[src/rtl/pcie_vc_arbiter.sv]
// Per-VC FIFOs feeding a single registered output via round-robin arbitration, with
// pause/continue hysteresis flow control. Define PCIE_VC_STRICT_PRIO_EN for fixed priority.
module pcie_vc_arbiter #(
    parameter int unsigned DATA_W     = 5,
    parameter int unsigned NUM_VC     = 2,
    parameter int unsigned ADDR_WIDTH = 3,
    localparam int unsigned VC_W      = $clog2(NUM_VC),
    localparam int unsigned DEPTH     = 1 << ADDR_WIDTH
) (
    input  logic                   clk,
    input  logic                   reset,
    input  logic                   valid_in,
    input  logic [DATA_W+VC_W-1:0] data_in,
    input  logic [ADDR_WIDTH:0]    umbralA,
    input  logic [ADDR_WIDTH:0]    umbralB,
    input  logic                   out_ready,
    output logic [DATA_W-1:0]      out_data,
    output logic [VC_W-1:0]        out_vc,
    output logic                   out_valid,
    output logic [NUM_VC-1:0]      pause,
    output logic [NUM_VC-1:0]      continue_o,
    output logic [NUM_VC-1:0]      overflow
);

    logic [DATA_W-1:0]     mem_q    [NUM_VC][DEPTH];
    logic [ADDR_WIDTH-1:0] wr_ptr_q [NUM_VC];
    logic [ADDR_WIDTH-1:0] rd_ptr_q [NUM_VC];
    logic [ADDR_WIDTH:0]   cnt_q    [NUM_VC];
    logic [ADDR_WIDTH:0]   cnt_d    [NUM_VC];

    logic [VC_W-1:0]   wr_vc;
    logic [DATA_W-1:0] wr_data;
    logic [NUM_VC-1:0] nonempty, wr_en, rd_en;
    logic [NUM_VC-1:0] pause_d, cont_d, ovf_d;
    logic [VC_W-1:0]   grant;
    logic              any_req, pop_ok;

    assign wr_vc   = data_in[DATA_W+VC_W-1 -: VC_W];
    assign wr_data = data_in[DATA_W-1:0];
    assign pop_ok  = !out_valid || out_ready;

    always_comb begin
        for (int v = 0; v < NUM_VC; v++) begin
            nonempty[v] = (cnt_q[v] != '0);
        end
    end

`ifdef PCIE_VC_STRICT_PRIO_EN
    always_comb begin
        grant   = '0;
        any_req = |nonempty;
        for (int i = NUM_VC - 1; i >= 0; i--) begin
            if (nonempty[i]) grant = VC_W'(i);
        end
    end
`else
    logic [VC_W-1:0] last_grant_q;
    logic [VC_W-1:0] cand;

    // Scan starts just after the last winner; NUM_VC is a power of two so the sum wraps.
    always_comb begin
        grant   = '0;
        any_req = 1'b0;
        cand    = '0;
        for (int i = 1; i <= NUM_VC; i++) begin
            cand = last_grant_q + VC_W'(i);
            if (!any_req && nonempty[cand]) begin
                any_req = 1'b1;
                grant   = cand;
            end
        end
    end

    always_ff @(posedge clk or posedge reset) begin
        if (reset) begin
            last_grant_q <= VC_W'(NUM_VC - 1);
        end else if (pop_ok && any_req) begin
            last_grant_q <= grant;
        end
    end
`endif

    always_comb begin
        for (int v = 0; v < NUM_VC; v++) begin
            wr_en[v] = valid_in && (wr_vc == VC_W'(v)) && (cnt_q[v] != (ADDR_WIDTH+1)'(DEPTH));
            ovf_d[v] = valid_in && (wr_vc == VC_W'(v)) && (cnt_q[v] == (ADDR_WIDTH+1)'(DEPTH));
            rd_en[v] = pop_ok && any_req && (grant == VC_W'(v));
            cnt_d[v] = cnt_q[v] + (ADDR_WIDTH+1)'(wr_en[v]) - (ADDR_WIDTH+1)'(rd_en[v]);
            // Set wins over clear, which collapses to a plain compare when umbralB >= umbralA.
            if (cnt_d[v] >= umbralA) begin
                pause_d[v] = 1'b1;
            end else if (cnt_d[v] <= umbralB) begin
                pause_d[v] = 1'b0;
            end else begin
                pause_d[v] = pause[v];
            end
            cont_d[v] = pause[v] && !pause_d[v];
        end
    end

    always_ff @(posedge clk) begin
        for (int v = 0; v < NUM_VC; v++) begin
            if (wr_en[v]) mem_q[v][wr_ptr_q[v]] <= wr_data;
        end
    end

    always_ff @(posedge clk or posedge reset) begin
        if (reset) begin
            for (int v = 0; v < NUM_VC; v++) begin
                wr_ptr_q[v] <= '0;
                rd_ptr_q[v] <= '0;
                cnt_q[v]    <= '0;
            end
            pause      <= '0;
            continue_o <= '0;
            overflow   <= '0;
        end else begin
            for (int v = 0; v < NUM_VC; v++) begin
                if (wr_en[v]) wr_ptr_q[v] <= wr_ptr_q[v] + ADDR_WIDTH'(1);
                if (rd_en[v]) rd_ptr_q[v] <= rd_ptr_q[v] + ADDR_WIDTH'(1);
                cnt_q[v] <= cnt_d[v];
            end
            pause      <= pause_d;
            continue_o <= cont_d;
            overflow   <= ovf_d;
        end
    end

    always_ff @(posedge clk or posedge reset) begin
        if (reset) begin
            out_valid <= 1'b0;
            out_data  <= '0;
            out_vc    <= '0;
        end else if (pop_ok) begin
            out_valid <= any_req;
            if (any_req) begin
                out_data <= mem_q[grant][rd_ptr_q[grant]];
                out_vc   <= grant;
            end
        end
    end

endmodule

[config.mk]
export PLATFORM = sky130hd
export DESIGN_NAME = pcie_vc_arbiter
export DESIGN_NICKNAME = d
export VERILOG_FILES = /design/src/rtl/pcie_vc_arbiter.sv
export SDC_FILE = /design/constraint.sdc
export NUM_CORES = 1
export LEC_CHECK = 0
export CELL_PAD_IN_SITES_DETAIL_PLACEMENT = 1
export CELL_PAD_IN_SITES_GLOBAL_PLACEMENT = 2
export CORE_MARGIN = 5
export CORE_UTILIZATION = 46
export CTS_CLUSTER_SIZE = 10
export DETAILED_ROUTE_END_ITERATION = 6
export PLACE_DENSITY = 0.82
export SYNTH_ARGS = -nofsm -noshare
export SYNTH_HDL_FRONTEND = slang
export SYNTH_SLANG_ARGS = --single-unit
[constraint.sdc]
create_clock -name clk -period 10.8 [get_ports clk]
set_clock_uncertainty 0.2 [all_clocks]
set_input_delay 2.16 -clock clk [delete_from_list [all_inputs] [get_ports clk]]
set_output_delay 2.16 -clock clk [all_outputs]
set_load 0.03 [all_outputs]
==> results by group, run 1 <==
Route
  • DRT iter0 DRCs: 148
  • Routed WL: 11700 um
  • DRT Pass-1 Iters: 5
  • DRT antenna net count: 0
  • Routed length per instance: 20.4 um
  • Vias per Instance: 5.43
  • DR vias: 3111
  • DR DRC count: 0

Placed design
  • Area after DPL: 0.00563 mm^2
  • Detail Placement HPWL: 8000 um
  • Input/output buffers: 30
  • Placer Congestion: 0.771
  • Place WS: 5.06 ns

Setup path
  • Data required, critical path: 10.87 ns
  • CP Class: in -> reg
  • Critical path peak fanout: 6
  • Startpoint class of the critical path: input pin
  • Reg2Reg Launch Point: cnt_q[6]$_DFF_PP0_
  • R2R Setup Slk: 6.43 ns
  • Worst reg-to-reg path cell count: 15
  • Critical path capture point type: flop
  • Reg2Reg Capture Point: pause[1]$_DFF_PP0_
  • CP arrival: 5.43 ns

STA
  • Post-Route Setup TNS: 0 ns
  • Final setup fails: 0
  • Fin. Hold Viols: 0
  • Final Slew Violations: 0
  • Tcrit/Tclk final: 49.6%
  • Slew headroom: 23.3%
  • RSZ-0062 raised after global routing: false
  • Post-route worst setup slack: 5.44 ns
  • Min Clock Period, post-route: 5.36 ns
  • Measured slew at the worst slew-check pin: 1.15 ns
  • FMAX: 187 MHz

Clock tree
  • CTS clk-pin slew, worst paths: 0.06 ns
  • PostCTS Resize Cnt: 0
  • Clock latency on the worst-skew pair: 0.41 ns
  • H-tree depth: 4
  • Hold Buf Count CTS: 0
  • CTS Buf Count: 17
  • Buffer count from post-CTS setup fixing: 0
  • CTS Buffer Depth: 2
  • Root Buffer: clkbuf_16
  • CTS tree: yes
  • Sink Count: 114

Synthesis
  • Synth Area in Compound Gates: 7.62%
  • Gate Count Post-Synth: 381
  • Cell Area, Synth: 0.00522 mm^2
  • Library cells used by synthesis: 39
  • Seq cells post-synth: 114
  • Sequential area share after synthesis: 62.3%
  • EDFF count, synth: 80
  • Avg Cell Area, Syn: 13.7 um^2
  • Ys async rst share: 29.8%
  • Mux cell area share after synthesis: 8.51%
  • YS warnings: 0
  • Post-Synth XOR/XNOR Area: 2.16%
  • Main synth FF type: edfxtp_1
  • Largest family of logic cells by synthesized area: multiplexers
  • Simple logic cell fraction of the synthesized area: 7.86%
  • Post-Synthesis Net Count: 433
  • Adder-cell share of the synthesized area: 8.44%

Finish
  • Layout Nets: 470
  • Layout area overhead: 18.8%
  • Commonest non-fill, non-tap cell in the layout: edfxtp_1
  • Final Instance Area: 0.00620 mm^2
  • Layout fillers: 1127
  • Commonest non-fill, non-tap cells in the layout: edfxtp_1, mux2i_1, dfrtp_1
  • Share of layout cells above drive strength 1: 10.2%
  • Antenna Cells: 0

Floorplan
  • Die area: 0.0136 mm^2
  • Die Y-Extent: 117 um
  • # IOs: 31
  • Initial core utilization: 46.3%
  • Core Region: 0.0113 mm^2
  • Chip width: 117 um
  • FP Rows: 39

GRT
  • Initial antenna violation count: 0
  • Overflow after GRT: 0
  • Largest net degree at the start of global routing: 35
  • Vias in the first global route: 3432
  • Tot GR Track Use: 19.0%
  • Global-route wire length before repair: 18800 um

Power and ir drop
  • Leak: 2.46 nW
  • Max IR drop VDD: 180 uV
  • Final Power: 1.96 mW
  • PwrDens: 315 mW/mm^2

Min path
  • Worst Hold Depth: 1
  • Hold path startpoint: wr_ptr_q[0]$_DFFE_PP0P_
  • Worst min path class: reg -> reg
  • Hold Path End: wr_ptr_q[0]$_DFFE_PP0P_

Outcome
  • Status: finished, final reports clean

Run
  • Max_cap viols: 0
==> sequential cells by signal (all words and copies together) (netlist names), 2 cells and up <==
signal and flops:
wr_ptr_q 6, out_data 5, pause 2, continue_o 2, rd_ptr_q 6, mem_q 80
cnt_q 8, overflow 2
==> critical path: stages <==
cell and delay (ns):
clkdlybuf4s50_1 0.48, nand2_1 0.08, a21oi_1 0.48, inv_1 0.10
ha_1 0.29, inv_1 0.04, ha_1 0.20, fa_1 0.51
ha_1 0.32, nor2b_1 0.13, o21ai_0 0.19, nand2b_1 0.11
a21oi_1 0.22, o21ai_0 0.11
==> layout make-up <==
type | count | area [um^2] | share of cell area (%)
Clock buffer | 18 | 429 | 6.92
Clock inverter | 13 | 144 | 2.32
Inverter | 22 | 82.6 | 1.33
Multi-Input combinational cell | 232 | 1810 | 29.1
Sequential cell | 114 | 3250 | 52.5
Tap cell | 143 | 179 | 2.88
Timing Repair Buffer | 31 | 308 | 4.96
==> worst max path at each step <==
stage	slack, ns	endpoint	startpoint
final	5.44	pause[1]$_DFF_PP0_	valid_in
after global placement	5.23	pause[0]$_DFF_PP0_	data_in[5]
after detailed placement	5.06	pause[0]$_DFF_PP0_	data_in[5]
after global routing	5.22	pause[1]$_DFF_PP0_	valid_in
after floorplan	5.92	pause[0]$_DFF_PP0_	data_in[5]
after CTS	5.43	pause[1]$_DFF_PP0_	valid_in
==> metrics by stage <==
step / cells / hold WS (ns) / util [%]
after floorplan: 381 / 0.280 / -
after global placement: 542 / 0.306 / 49.9
after detailed placement: 542 / 0.321 / 49.9
after CTS: 573 / 0.346 / 55.0
after global routing: 573 / 0.353 / 55.0
final: 573 / 0.340 / 55.0
==> routing by layer <==
layer  vias to the layer above  GRT usage [%]  routed length [um]
li1                       1483              -                   -
met1                      1562           23.5                5160
met2                        50           31.4                5890
met3                        16           5.54                 396
met4                         0           7.58                 255
met5                         -              0                   0
==> report_power, final <==
part	leakage, nW	internal, mW	switching (mW)
sequential	1.12	0.560	0.117
combinational	1.05	0.326	0.406
clock	0.284	0.356	0.190
total	2.46	1.24	0.713
==> synthesized netlist by cell type (3+ instances only) <==
master	n	area share, %
o22ai_1	5	0.60
mux2_2	7	1.5
a21oi_1	10	0.96
ha_1	32	7.7
a41oi_1	5	0.84
edfxtp_1	80	46
nor2b_1	4	0.48
a21o_1	6	0.86
buf_2	5	0.48
o21ai_0	14	1.3
inv_1	22	1.6
mux2i_1	35	6.7
xor2_1	8	1.3
clkbuf_1	5	0.36
buf_6	3	0.65
nand2_1	20	1.4
a31oi_1	5	0.60
nor2_1	22	1.6
nand2b_1	14	1.7
dfrtp_1	33	16
xnor2_1	3	0.50
o31ai_1	4	0.58
nor3_1	15	1.4
o221ai_1	5	0.84
==> cells by family (layout without fill, tap and decap cells) <==
| kind of cell | Yosys count | after routing |
|---|---|---|
| compound gates | 59 | 59 |
| xor+xnor | 12 | 12 |
| fa+ha+maj | 34 | 34 |
| buf+inv | 35 | 84 |
| flops | 114 | 114 |
| mux | 43 | 43 |
| simple gates | 84 | 84 |
No activity file was read; power rests on OpenSTA's default activity.
==> inputs of run 2 (changes only) <==
--- a/config.mk
+++ b/config.mk
@@ -8,10 +8,10 @@
 export CELL_PAD_IN_SITES_DETAIL_PLACEMENT = 1
 export CELL_PAD_IN_SITES_GLOBAL_PLACEMENT = 2
 export CORE_MARGIN = 5
-export CORE_UTILIZATION = 46
+export CORE_UTILIZATION = 42
 export CTS_CLUSTER_SIZE = 10
 export DETAILED_ROUTE_END_ITERATION = 6
-export PLACE_DENSITY = 0.82
+export PLACE_DENSITY = 0.76
 export SYNTH_ARGS = -nofsm -noshare
 export SYNTH_HDL_FRONTEND = slang
 export SYNTH_SLANG_ARGS = --single-unit
==> constraint.sdc (replaced) <==
create_clock -name clk -period 5.5 [get_ports clk]
set_clock_uncertainty 0.2 [all_clocks]
set_input_delay 1.1 -clock clk [delete_from_list [all_inputs] [get_ports clk]]
set_output_delay 1.1 -clock clk [all_outputs]
set_load 0.03 [all_outputs]
==> results by group, run 2 (same netlist as run 1, synthesis figures left out) <==
Power and ir drop
  • Max IR drop VDD: 332 uV
  • Leak: 2.44 nW
  • Clock Power Share: 26.4%
  • Sw frac: 36.0%
  • PwrDens: 597 mW/mm^2
  • Combinational Power Share: 38.9%
  • Pint: 2.37 mW
  • NetSw: 1.33 mW
  • Flop pwr share: 34.7%

Placed design
  • Input/output buffers: 30
  • Placer Congestion: 0.757
  • Detail Placement HPWL: 8010 um
  • Place WS: 0.867 ns

Clock tree
  • Clock latency on the worst-skew pair: 0.41 ns
  • CTS tree: yes
  • PostCTS Resize Cnt: 0
  • CTS Buffer Depth: 2
  • Hold Buf Count CTS: 0
  • Buffer count from post-CTS setup fixing: 0
  • H-tree depth: 4
  • CTS Buf Count: 17
  • Sink Count: 114
  • Root Buffer: clkbuf_16
  • CTS clk-pin slew, worst paths: 0.05 ns

Finish
  • Max reg flops: 80
  • Final Util: 51.2%
  • Commonest non-fill, non-tap cell in the layout: edfxtp_1
  • Commonest non-fill, non-tap cells in the layout: edfxtp_1, mux2i_1, dfrtp_1
  • Multi-input gate area: 0.00181 mm^2
  • Layout area overhead: 18.9%
  • Layout fillers: 1237
  • Share of layout cells above drive strength 1: 9.49%
  • Sequential Area: 0.00325 mm^2
  • Layout Nets: 472
  • Antenna Cells: 0

Min path
  • Worst min path class: reg -> reg

Setup path
  • Startpoint class of the critical path: input pin
  • Data required, critical path: 5.58 ns
  • CP Class: in -> reg
  • Critical path capture point type: flop
  • Critical path peak fanout: 6
  • CP arrival: 4.23 ns

Floorplan
  • Die Y-Extent: 121 um
  • # IOs: 31
  • FP Rows: 40
  • Chip width: 121 um
  • Die area: 0.0148 mm^2
  • Initial core utilization: 43.1%
  • Core Region: 0.0121 mm^2

STA
  • Final setup fails: 0
  • Min Clock Period, post-route: 4.14 ns
  • Slew headroom: 27.5%
  • Fin. Hold Viols: 0
  • FMAX: 241 MHz
  • RSZ-0062 raised after global routing: false
  • Post-Route Setup TNS: 0 ns
  • Measured slew at the worst slew-check pin: 1.09 ns
  • Final Slew Violations: 0
  • Tcrit/Tclk final: 75.3%
  • Post-route worst setup slack: 1.36 ns

Route
  • Routed length per instance: 18.6 um
  • DRT antenna net count: 0
  • Vias per Instance: 5.08
  • Routed WL: 11100 um
  • DRT iter0 DRCs: 140
  • DR DRC count: 0
  • DR vias: 3047
  • DRT Pass-1 Iters: 4

Run
  • Max_cap viols: 0

GRT
  • Vias in the first global route: 3265
  • Global-route wire length before repair: 18100 um
  • Initial antenna violation count: 0
  • Tot GR Track Use: 16.5%
  • Largest net degree at the start of global routing: 35
  • Overflow after GRT: 0

Outcome
  • Status: finished, final reports clean
[run 2: routing by layer]
layer	track usage, %	share of wire [%]	vias to the layer above
li1	-	-	1484
met3	3.96	3.0	20
met2	26.1	48	47
met4	7.07	2.1	0
met5	0	0	-
met1	21.6	47	1496
[run 2: power by group through the flow]
stage | Combinational [mW] | Sequential [mW] | Clock (mW)
CTS | 1.46 | 1.29 | 0.995
floorplan | 1.08 | 1.27 | 0
global route | 1.62 | 1.32 | 1.04
global placement | 1.41 | 1.30 | 0
detailed placement | 1.44 | 1.31 | 0
finish | 1.44 | 1.29 | 0.979
[run 2: layout make-up]
type	count	area share, %
clock inverters	9	1.07
repair buffers	33	5.20
multi-input cells	232	29.1
inverters	22	1.33
well taps	168	3.39
clock buffers	22	7.48
flip-flops and latches	114	52.4
[run 2: metrics by stage]
stage	hold WS [ns]	instance area [um^2]	power (mW)	instances
finish	0.320	6210	3.71	600
global route	0.337	6210	3.97	600
CTS	0.320	6210	3.75	600
detailed placement	0.318	5680	2.75	569
global placement	0.305	5680	2.70	569
floorplan	0.280	5220	2.34	381
[run 2: path summary, 6_finish.rpt]
check | cells after the start | startpoint | end | slack [ns]
min | 1 | wr_ptr_q[0]$_DFFE_PP0P_ | wr_ptr_q[0]$_DFFE_PP0P_ | 0.32
min in group asynchronous | 3 | reset | out_valid$_DFFE_PP0P_ | 0.90
min reg2reg | 1 | wr_ptr_q[0]$_DFFE_PP0P_ | wr_ptr_q[0]$_DFFE_PP0P_ | 0.32
max in group asynchronous | 3 | reset | last_grant_q$_DFFE_PP1N_ | 3.84
max reg2reg | 16 | cnt_q[6]$_DFF_PP0_ | pause[1]$_DFF_PP0_ | 1.38
max | 14 | data_in[5] | pause[0]$_DFF_PP0_ | 1.36
[run 2: critical path, cell delays in order]
cell             delay, ns
clkdlybuf4s50_1       0.41
nand2b_1              0.19
a21oi_1               0.35
inv_1                 0.19
ha_1                  0.32
inv_1                 0.04
ha_1                  0.20
fa_1                  0.50
ha_1                  0.31
nor2b_1               0.13
o21ai_0               0.14
nand2b_1              0.07
a21oi_1               0.17
o21ai_0               0.10
